### src/rtl/sgdmac_pkg.sv
// Shared types and helpers for the SGDMAC write engine.
// burst_beats() sizes one AXI INCR burst so it never crosses a 4 KB page.
package sgdmac_pkg;

  typedef enum logic [1:0] {
    WR_IDLE = 2'd0,
    WR_AW   = 2'd1,
    WR_W    = 2'd2,
    WR_B    = 2'd3
  } wr_state_t;

  localparam logic [1:0]  AXI_BURST_INCR = 2'b01;
  localparam logic [1:0]  AXI_RESP_OKAY  = 2'b00;
  localparam logic [31:0] PAGE_BYTES     = 32'd4096;

  // Beats in the next burst: min(max_burst, remaining, beats left in the 4 KB page).
  function automatic logic [4:0] burst_beats(input logic [31:0] remaining,
                                             input logic [11:0] addr_lo,
                                             input int unsigned beat_log2,
                                             input int unsigned max_burst);
    logic [31:0] page_beats;
    logic [31:0] beats;
    page_beats = (PAGE_BYTES - {20'd0, addr_lo}) >> beat_log2;
    beats      = 32'(max_burst);
    if (remaining < beats) beats = remaining;
    if (page_beats < beats) beats = page_beats;
    return beats[4:0];
  endfunction

endpackage

### src/rtl/sgdmac_wr_engine.sv
// Drains the SGDMAC data FIFO into serialised AXI INCR write bursts (AW, then W, then B).
// state_o exposes the FSM state for debug and checkers.
module sgdmac_wr_engine
  import sgdmac_pkg::*;
#(
  parameter int DATA_WIDTH    = 32,
  parameter int ADDR_WIDTH    = 32,
  parameter int LEN_WIDTH     = 16,
  parameter int MAX_BURST_LEN = 16
) (
  input  logic                    clk,
  input  logic                    rst_n,
  input  logic                    start_i,
  input  logic [ADDR_WIDTH-1:0]   dst_addr_i,
  input  logic [LEN_WIDTH-1:0]    byte_len_i,
  output logic                    busy_o,
  output logic                    done_o,
  output logic                    err_o,
  input  logic                    fifo_empty_i,
  input  logic [DATA_WIDTH-1:0]   fifo_rdata_i,
  output logic                    fifo_rden_o,
  output logic                    awvalid_o,
  input  logic                    awready_i,
  output logic [ADDR_WIDTH-1:0]   awaddr_o,
  output logic [3:0]              awlen_o,
  output logic [2:0]              awsize_o,
  output logic [1:0]              awburst_o,
  output logic                    wvalid_o,
  input  logic                    wready_i,
  output logic [DATA_WIDTH-1:0]   wdata_o,
  output logic [DATA_WIDTH/8-1:0] wstrb_o,
  output logic                    wlast_o,
  input  logic                    bvalid_i,
  output logic                    bready_o,
  input  logic [1:0]              bresp_i,
  output logic [1:0]              state_o
);

  // Handshakes: a transfer occurs on a rising clk edge where valid and ready are both
  // high; a valid, once raised, holds its payload stable until that edge.

  localparam int BEAT_BYTES = DATA_WIDTH / 8;
  localparam int BEAT_LOG2  = $clog2(BEAT_BYTES);

  wr_state_t             state_q, state_d;
  logic [ADDR_WIDTH-1:0] addr_q, addr_d;
  logic [LEN_WIDTH-1:0]  remaining_q, remaining_d;
  logic [4:0]            beat_cnt_q, beat_cnt_d;
  logic [3:0]            awlen_q, awlen_d;
  logic                  awvalid_q, awvalid_d;
  logic                  bready_q, bready_d;
  logic                  busy_q, busy_d;
  logic                  done_q, done_d;
  logic                  err_q, err_d;

  logic [LEN_WIDTH-1:0]  start_beats;
  logic [ADDR_WIDTH-1:0] start_addr;
  logic [LEN_WIDTH-1:0]  burst_len;
  logic [ADDR_WIDTH-1:0] burst_bytes;
  logic [4:0]            next_burst;
  logic                  load_burst;
  logic                  w_fire;

  assign start_beats = byte_len_i >> BEAT_LOG2;
  assign start_addr  = dst_addr_i & ~ADDR_WIDTH'(BEAT_BYTES - 1);
  assign burst_len   = LEN_WIDTH'(awlen_q) + LEN_WIDTH'(1);
  assign burst_bytes = (ADDR_WIDTH'(awlen_q) + ADDR_WIDTH'(1)) << BEAT_LOG2;

  assign wvalid_o    = (state_q == WR_W) && !fifo_empty_i;
  assign w_fire      = wvalid_o && wready_i;
  assign fifo_rden_o = w_fire;
  assign wdata_o     = fifo_rdata_i;
  assign wstrb_o     = '1;
  assign wlast_o     = (state_q == WR_W) && (beat_cnt_q == 5'd1);

  assign awvalid_o   = awvalid_q;
  assign awaddr_o    = addr_q;
  assign awlen_o     = awlen_q;
  assign awsize_o    = 3'(BEAT_LOG2);
  assign awburst_o   = AXI_BURST_INCR;
  assign bready_o    = bready_q;
  assign busy_o      = busy_q;
  assign done_o      = done_q;
  assign err_o       = err_q;
  assign state_o     = state_q;

  always_comb begin
    state_d     = state_q;
    addr_d      = addr_q;
    remaining_d = remaining_q;
    beat_cnt_d  = beat_cnt_q;
    awlen_d     = awlen_q;
    awvalid_d   = awvalid_q;
    bready_d    = bready_q;
    busy_d      = busy_q;
    done_d      = 1'b0;
    err_d       = err_q;
    load_burst  = 1'b0;

    unique case (state_q)
      WR_IDLE: begin
        if (start_i) begin
          addr_d      = start_addr;
          remaining_d = start_beats;
          err_d       = 1'b0;
          if (start_beats == '0) begin
            done_d = 1'b1;
          end else begin
            busy_d     = 1'b1;
            state_d    = WR_AW;
            load_burst = 1'b1;
          end
        end
      end
      WR_AW: begin
        if (awready_i) begin
          awvalid_d = 1'b0;
          state_d   = WR_W;
        end
      end
      WR_W: begin
        if (w_fire) begin
          beat_cnt_d = beat_cnt_q - 5'd1;
          if (beat_cnt_q == 5'd1) begin
            state_d     = WR_B;
            bready_d    = 1'b1;
            addr_d      = addr_q + burst_bytes;
            remaining_d = remaining_q - burst_len;
          end
        end
      end
      WR_B: begin
        if (bvalid_i) begin
          bready_d = 1'b0;
          if (bresp_i != AXI_RESP_OKAY) err_d = 1'b1;
          if (remaining_q != '0) begin
            state_d    = WR_AW;
            load_burst = 1'b1;
          end else begin
            done_d  = 1'b1;
            busy_d  = 1'b0;
            state_d = WR_IDLE;
          end
        end
      end
      default: state_d = WR_IDLE;
    endcase

    // Size the next burst from the already-updated address and remaining count.
    next_burst = burst_beats(32'(remaining_d), addr_d[11:0], BEAT_LOG2, MAX_BURST_LEN);
    if (load_burst) begin
      awlen_d    = 4'(next_burst - 5'd1);
      beat_cnt_d = next_burst;
      awvalid_d  = 1'b1;
    end
  end

  always_ff @(posedge clk or negedge rst_n) begin
    if (!rst_n) begin
      state_q     <= WR_IDLE;
      addr_q      <= '0;
      remaining_q <= '0;
      beat_cnt_q  <= '0;
      awlen_q     <= '0;
      awvalid_q   <= 1'b0;
      bready_q    <= 1'b0;
      busy_q      <= 1'b0;
      done_q      <= 1'b0;
      err_q       <= 1'b0;
    end else begin
      state_q     <= state_d;
      addr_q      <= addr_d;
      remaining_q <= remaining_d;
      beat_cnt_q  <= beat_cnt_d;
      awlen_q     <= awlen_d;
      awvalid_q   <= awvalid_d;
      bready_q    <= bready_d;
      busy_q      <= busy_d;
      done_q      <= done_d;
      err_q       <= err_d;
    end
  end

endmodule

### config.mk
export PLATFORM = sky130hd
export DESIGN_NAME = sgdmac_wr_engine
export DESIGN_NICKNAME = d
export VERILOG_FILES = /design/src/rtl/sgdmac_pkg.sv /design/src/rtl/sgdmac_wr_engine.sv
export SDC_FILE = /design/constraint.sdc
export NUM_CORES = 1
export LEC_CHECK = 0
export ABC_CLOCK_PERIOD_IN_PS = 12500
export CAP_MARGIN = 20
export CORE_MARGIN = 2
export CORE_UTILIZATION = 35
export CTS_CLUSTER_SIZE = 25
export DETAILED_ROUTE_END_ITERATION = 8
export PLACE_DENSITY = 0.67
export SKIP_CTS_REPAIR_TIMING = 1
export SLEW_MARGIN = 5
export SYNTH_ARGS = -nofsm -noshare
export SYNTH_HDL_FRONTEND = slang
export SYNTH_SLANG_ARGS = --single-unit
export TNS_END_PERCENT = 100
### constraint.sdc
create_clock -name clk -period 12.5 [get_ports clk]
set_input_delay 2.5 -clock clk [delete_from_list [all_inputs] [get_ports clk]]
set_output_delay 2.5 -clock clk [all_outputs]
set_load 0.02 [all_outputs]
==> report_table.html <==
<table>
<tr><th>Metric</th><th>Value</th></tr>
<tr><th colspan="2">Status</th></tr>
<tr><td>Run status</td><td>finished clean</td></tr>
<tr><th colspan="2">Finish</th></tr>
<tr><td>Fraction of final layout cells with drive strength greater than 1</td><td>0.05850</td></tr>
<tr><td>Filler Cells Inserted</td><td>1491</td></tr>
<tr><td>Area growth syn-to-layout</td><td>22.24%</td></tr>
<tr><td>Non-Filler Instances</td><td>906</td></tr>
<tr><td>Nets</td><td>831</td></tr>
<tr><td>Final design instance area without fill</td><td>6588 µm²</td></tr>
<tr><td>Antenna Diode Count</td><td>0</td></tr>
<tr><th colspan="2">STA</th></tr>
<tr><td>Slew of the pin with the lowest slew margin</td><td>1.116 ns</td></tr>
<tr><td>Achievable clock frequency</td><td>0.1134 GHz</td></tr>
<tr><td>Final max-slew violation count</td><td>0</td></tr>
<tr><td>Final total negative setup slack</td><td>0 ns</td></tr>
<tr><td>Skew final</td><td>0.008376 ns</td></tr>
<tr><td>Number of hold violations in the final report</td><td>0</td></tr>
<tr><td>Crit share post-route</td><td>0.7053</td></tr>
<tr><td>Number of setup violations in the final report</td><td>0</td></tr>
<tr><td>Unrepaired setup endpoints after global routing</td><td>no</td></tr>
<tr><td>Worst-case headroom to the max-slew limit</td><td>0.2495</td></tr>
<tr><td>Final Critical Period</td><td>8.816 ns</td></tr>
<tr><td>Setup WS post-layout</td><td>3.684 ns</td></tr>
<tr><th colspan="2">Setup path</th></tr>
<tr><td>Element type at the critical path end</td><td>register</td></tr>
<tr><td>Slowest Stage Delay on Critical Path</td><td>0.87 ns</td></tr>
<tr><td>Data required, critical path</td><td>12.77 ns</td></tr>
<tr><td>Launch point of the worst path</td><td>start_i</td></tr>
<tr><td>Kind of critical path</td><td>primary input to register</td></tr>
<tr><td>Worst R2R End</td><td>awlen_o[2]</td></tr>
<tr><td>Data arrival, critical path</td><td>9.09 ns</td></tr>
<tr><td>Beginning of the worst register-to-register path</td><td>state_o[0]</td></tr>
<tr><td>Crit-path cells</td><td>clkdlybuf4s50_1 &gt; buf_4 &gt; and2_1 &gt; a21oi_1 &gt; nor2_1 &gt; o2111a_1 &gt; nand3_4 &gt; or3_4 &gt; or4_4 &gt; xor2_1 &gt; ha_1 &gt; nand2_1 &gt; or2_2 &gt; o21ai_0 &gt; inv_1 &gt; a22oi_1 &gt; ha_1 &gt; inv_1 &gt; a211oi_1 &gt; a222oi_1 &gt; nand3_1</td></tr>
<tr><td>Startpoint class of the critical path</td><td>primary input</td></tr>
<tr><td>Maximum fanout count along the critical path</td><td>20</td></tr>
<tr><td>Critical-path cell with the highest stage delay</td><td>nor2_1</td></tr>
<tr><td>R2R cell count</td><td>20</td></tr>
<tr><td>Register-to-register path setup slack</td><td>5.14 ns</td></tr>
<tr><th colspan="2">Logic synthesis</th></tr>
<tr><td>Most instantiated flip-flop cell in the synthesis netlist</td><td>dfrtp_1</td></tr>
<tr><td>Area share of the largest cell type after synthesis</td><td>0.2972</td></tr>
<tr><td>Count of flip-flops with a built-in enable after synthesis</td><td>0</td></tr>
<tr><td>Yosys top cell by area</td><td>dfrtp_1</td></tr>
<tr><td>Synth warn</td><td>0</td></tr>
<tr><td>Number of standard cells after synthesis</td><td>654</td></tr>
<tr><td>Sequential fraction of the synthesis area</td><td>0.2972</td></tr>
<tr><td>Post-Synthesis Cell Area</td><td>5389 µm²</td></tr>
<tr><td>Mapped Avg Cell Area</td><td>8.240 µm²</td></tr>
<tr><td>Cell types with the largest area share after synthesis</td><td>dfrtp_1 (30%), ha_1 (6.3%), buf_4 (5.7%), o21ai_0 (4.7%), nand2_1 (4.4%)</td></tr>
<tr><td>Cell with the most instances after synthesis</td><td>dfrtp_1</td></tr>
<tr><td>Register bit total from synthesis</td><td>64</td></tr>
<tr><td>Async S/R FF share, synth</td><td>1.000</td></tr>
<tr><td>Synth cell count leaders</td><td>dfrtp_1 (64), nand2_1 (63), o21ai_0 (51)</td></tr>
<tr><td>Number of library cell types mapped by synthesis</td><td>79</td></tr>
<tr><th colspan="2">Routing</th></tr>
<tr><td>Wire per inst</td><td>17.70 µm</td></tr>
<tr><td>Via density per instance</td><td>5.737</td></tr>
<tr><td>Via count</td><td>5198</td></tr>
<tr><td>Number of search-and-repair iterations in the first detailed-routing pass</td><td>5</td></tr>
<tr><td>Residual DRC count</td><td>0</td></tr>
<tr><td>ANT nets after route</td><td>0</td></tr>
<tr><td>Violation count after the first detailed-routing iteration</td><td>499</td></tr>
<tr><td>Post-detailed-routing wire length</td><td>16040 µm</td></tr>
<tr><th colspan="2">Hold path</th></tr>
<tr><td>Worst min-delay path startpoint</td><td>awvalid_o</td></tr>
<tr><td>Endpoint with the worst hold slack</td><td>awvalid_o</td></tr>
<tr><td>Type of the worst min-delay path</td><td>register to register</td></tr>
<tr><td>Number of stages on the worst hold path</td><td>2</td></tr>
<tr><th colspan="2">Global routing</th></tr>
<tr><td>Wire length of the first global-routing pass</td><td>25330 µm</td></tr>
<tr><td>Total congestion overflow after global routing</td><td>0</td></tr>
<tr><td>Overall track demand over capacity in global routing</td><td>0.1969</td></tr>
<tr><td>Number of global-route vias before repair</td><td>4764</td></tr>
<tr><td>Largest net degree at the start of global routing</td><td>65</td></tr>
<tr><td>Number of antenna violations at the first check in global routing</td><td>0</td></tr>
<tr><th colspan="2">Clock network</th></tr>
<tr><td># clock sinks</td><td>64</td></tr>
<tr><td>H-tree levels</td><td>3</td></tr>
<tr><td>Clock buffer count from CTS</td><td>9</td></tr>
<tr><td>CTS root buf</td><td>clkbuf_16</td></tr>
<tr><td>Clk_lat worst skew</td><td>0.34 ns</td></tr>
<tr><td>Buffers from clock root to sink, at most</td><td>2</td></tr>
<tr><td>Clock input transition at the sequential cells of the worst setup and hold paths</td><td>0.05 ns</td></tr>
<tr><td>CTS tree</td><td>yes</td></tr>
<tr><th colspan="2">Placement</th></tr>
<tr><td>Buffers added on ports</td><td>98</td></tr>
<tr><td>Global placement routability congestion</td><td>0.8388</td></tr>
<tr><td>Cell total after placement</td><td>890</td></tr>
<tr><td>Half-perimeter wire length after placement</td><td>11640 µm</td></tr>
<tr><td>Placement-stage worst setup slack</td><td>3.509 ns</td></tr>
<tr><td>Post-detailed-placement cell area</td><td>6272 µm²</td></tr>
<tr><th colspan="2">Floorplanning</th></tr>
<tr><td>Die width</td><td>128.1 µm</td></tr>
<tr><td>Die Span Y</td><td>128.1 µm</td></tr>
<tr><td>Io pins</td><td>176</td></tr>
<tr><td>Total number of placement rows</td><td>45</td></tr>
<tr><td>Total die area</td><td>16410 µm²</td></tr>
<tr><td>Core Box Area</td><td>15150 µm²</td></tr>
<tr><td>Effective utilization at floorplan</td><td>0.3558</td></tr>
<tr><th colspan="2">Run</th></tr>
<tr><td>Number of violations of the max-capacitance limit</td><td>0</td></tr>
<tr><th colspan="2">Power</th></tr>
<tr><td>Total power per unit cell area</td><td>264.8 nW/µm²</td></tr>
<tr><td>Max VDD drop</td><td>0.00008829 V</td></tr>
<tr><td>Static leakage</td><td>2.675 nW</td></tr>
</table>
==> placed cells by master (no fill, tap or decap), drive strengths merged, types with 14 or more instances in the layout <==
cell type | synthesis | final
nand2 | 63 | 63
ha | 27 | 27
nor3 | 17 | 17
dfrtp | 64 | 64
o211ai | 14 | 14
nand3 | 22 | 22
inv | 33 | 33
a21oi | 37 | 37
clkdlybuf4s50 | 0 | 97
o21ai | 54 | 54
nor2 | 45 | 45
conb | 2 | 15
xnor2 | 14 | 14
==> registers in the layout (all words and copies together) (netlist names) <==
register / cells
done_o: 1
bready_o: 1
awaddr_o: 32
awlen_o: 4
beat_cnt_q: 5
busy_o: 1
err_o: 1
remaining_q: 16
state_o: 2
awvalid_o: 1
==> layer usage <==
metal / up-vias / GRT usage / part of all wire
li1: 2480 / - / -
met1: 2488 / 0.2643 / 0.46
met2: 209 / 0.3127 / 0.46
met3: 21 / 0.04508 / 0.065
met4: 0 / 0.06723 / 0.017
met5: - / 0 / 0
==> how the worst max path moves through the flow <==
stage / slack, ns / cells after the start / to
floorplan: 5.39 / 21 / awlen_o[2]
global placement: 3.51 / 21 / awlen_o[2]
detailed placement: 3.51 / 21 / awlen_o[2]
CTS: 3.85 / 21 / awlen_o[2]
global route: 3.35 / 21 / awlen_o[2]
finish: 3.68 / 21 / awlen_o[2]
==> logic make-up (layout without fill, tap and decap cells) <==
logic type | Yosys count | in the layout | share of synthesized area
compound gates | 189 | 189 | 0.2410
xor+xnor | 22 | 22 | 0.03576
fa+ha+maj | 29 | 29 | 0.07012
buf+inv | 105 | 156 | 0.1047
flops | 64 | 64 | 0.2972
mux | 16 | 16 | 0.03065
other cells | 2 | 15 | 0.001394
simple gates | 227 | 227 | 0.2192
==> layout make-up <==
cell class	instances	area (µm²)	share of cell area
multi-input cells	498	3272	0.4967
well taps	188	235.2	0.03571
clock inverters	3	65.06	0.009877
inverters	34	127.6	0.01937
clock buffers	13	250.2	0.03799
repair buffers	106	1036	0.1573
flip-flops and latches	64	1602	0.2431
==> worst max-delay path, delay by kind of cell <==
family	cells	cell delay (ns)
AOI/OAI and AO/OA	6	2.22
buffers and inverters	4	1.06
adders and majority gates	2	0.54
and+or+nand+nor	8	2.62
xor gates and xnor gates	1	0.16
==> metrics by stage <==
| stage | total power [mW] | hold WS, ns | utilization |
|---|---|---|---|
| floorplan | 1.140 | 0.5063 | - |
| global placement | 1.446 | 0.4666 | 0.4141 |
| detailed placement | 1.463 | 0.4682 | 0.4141 |
| CTS | 1.748 | 0.4808 | 0.4349 |
| global route | 1.882 | 0.5094 | 0.4349 |
| finish | 1.744 | 0.4770 | 0.4349 |
==> report_power, final <==
| part | switching [mW] | internal, mW | total [mW] | leakage, nW |
|---|---|---|---|---|
| Clock | 0.0937 | 0.180 | 0.274 | 0.154 |
| Sequential | 0.125 | 0.298 | 0.423 | 0.818 |
| Combinational | 0.611 | 0.437 | 1.05 | 1.70 |
No activity file was read; power rests on OpenSTA's default activity.
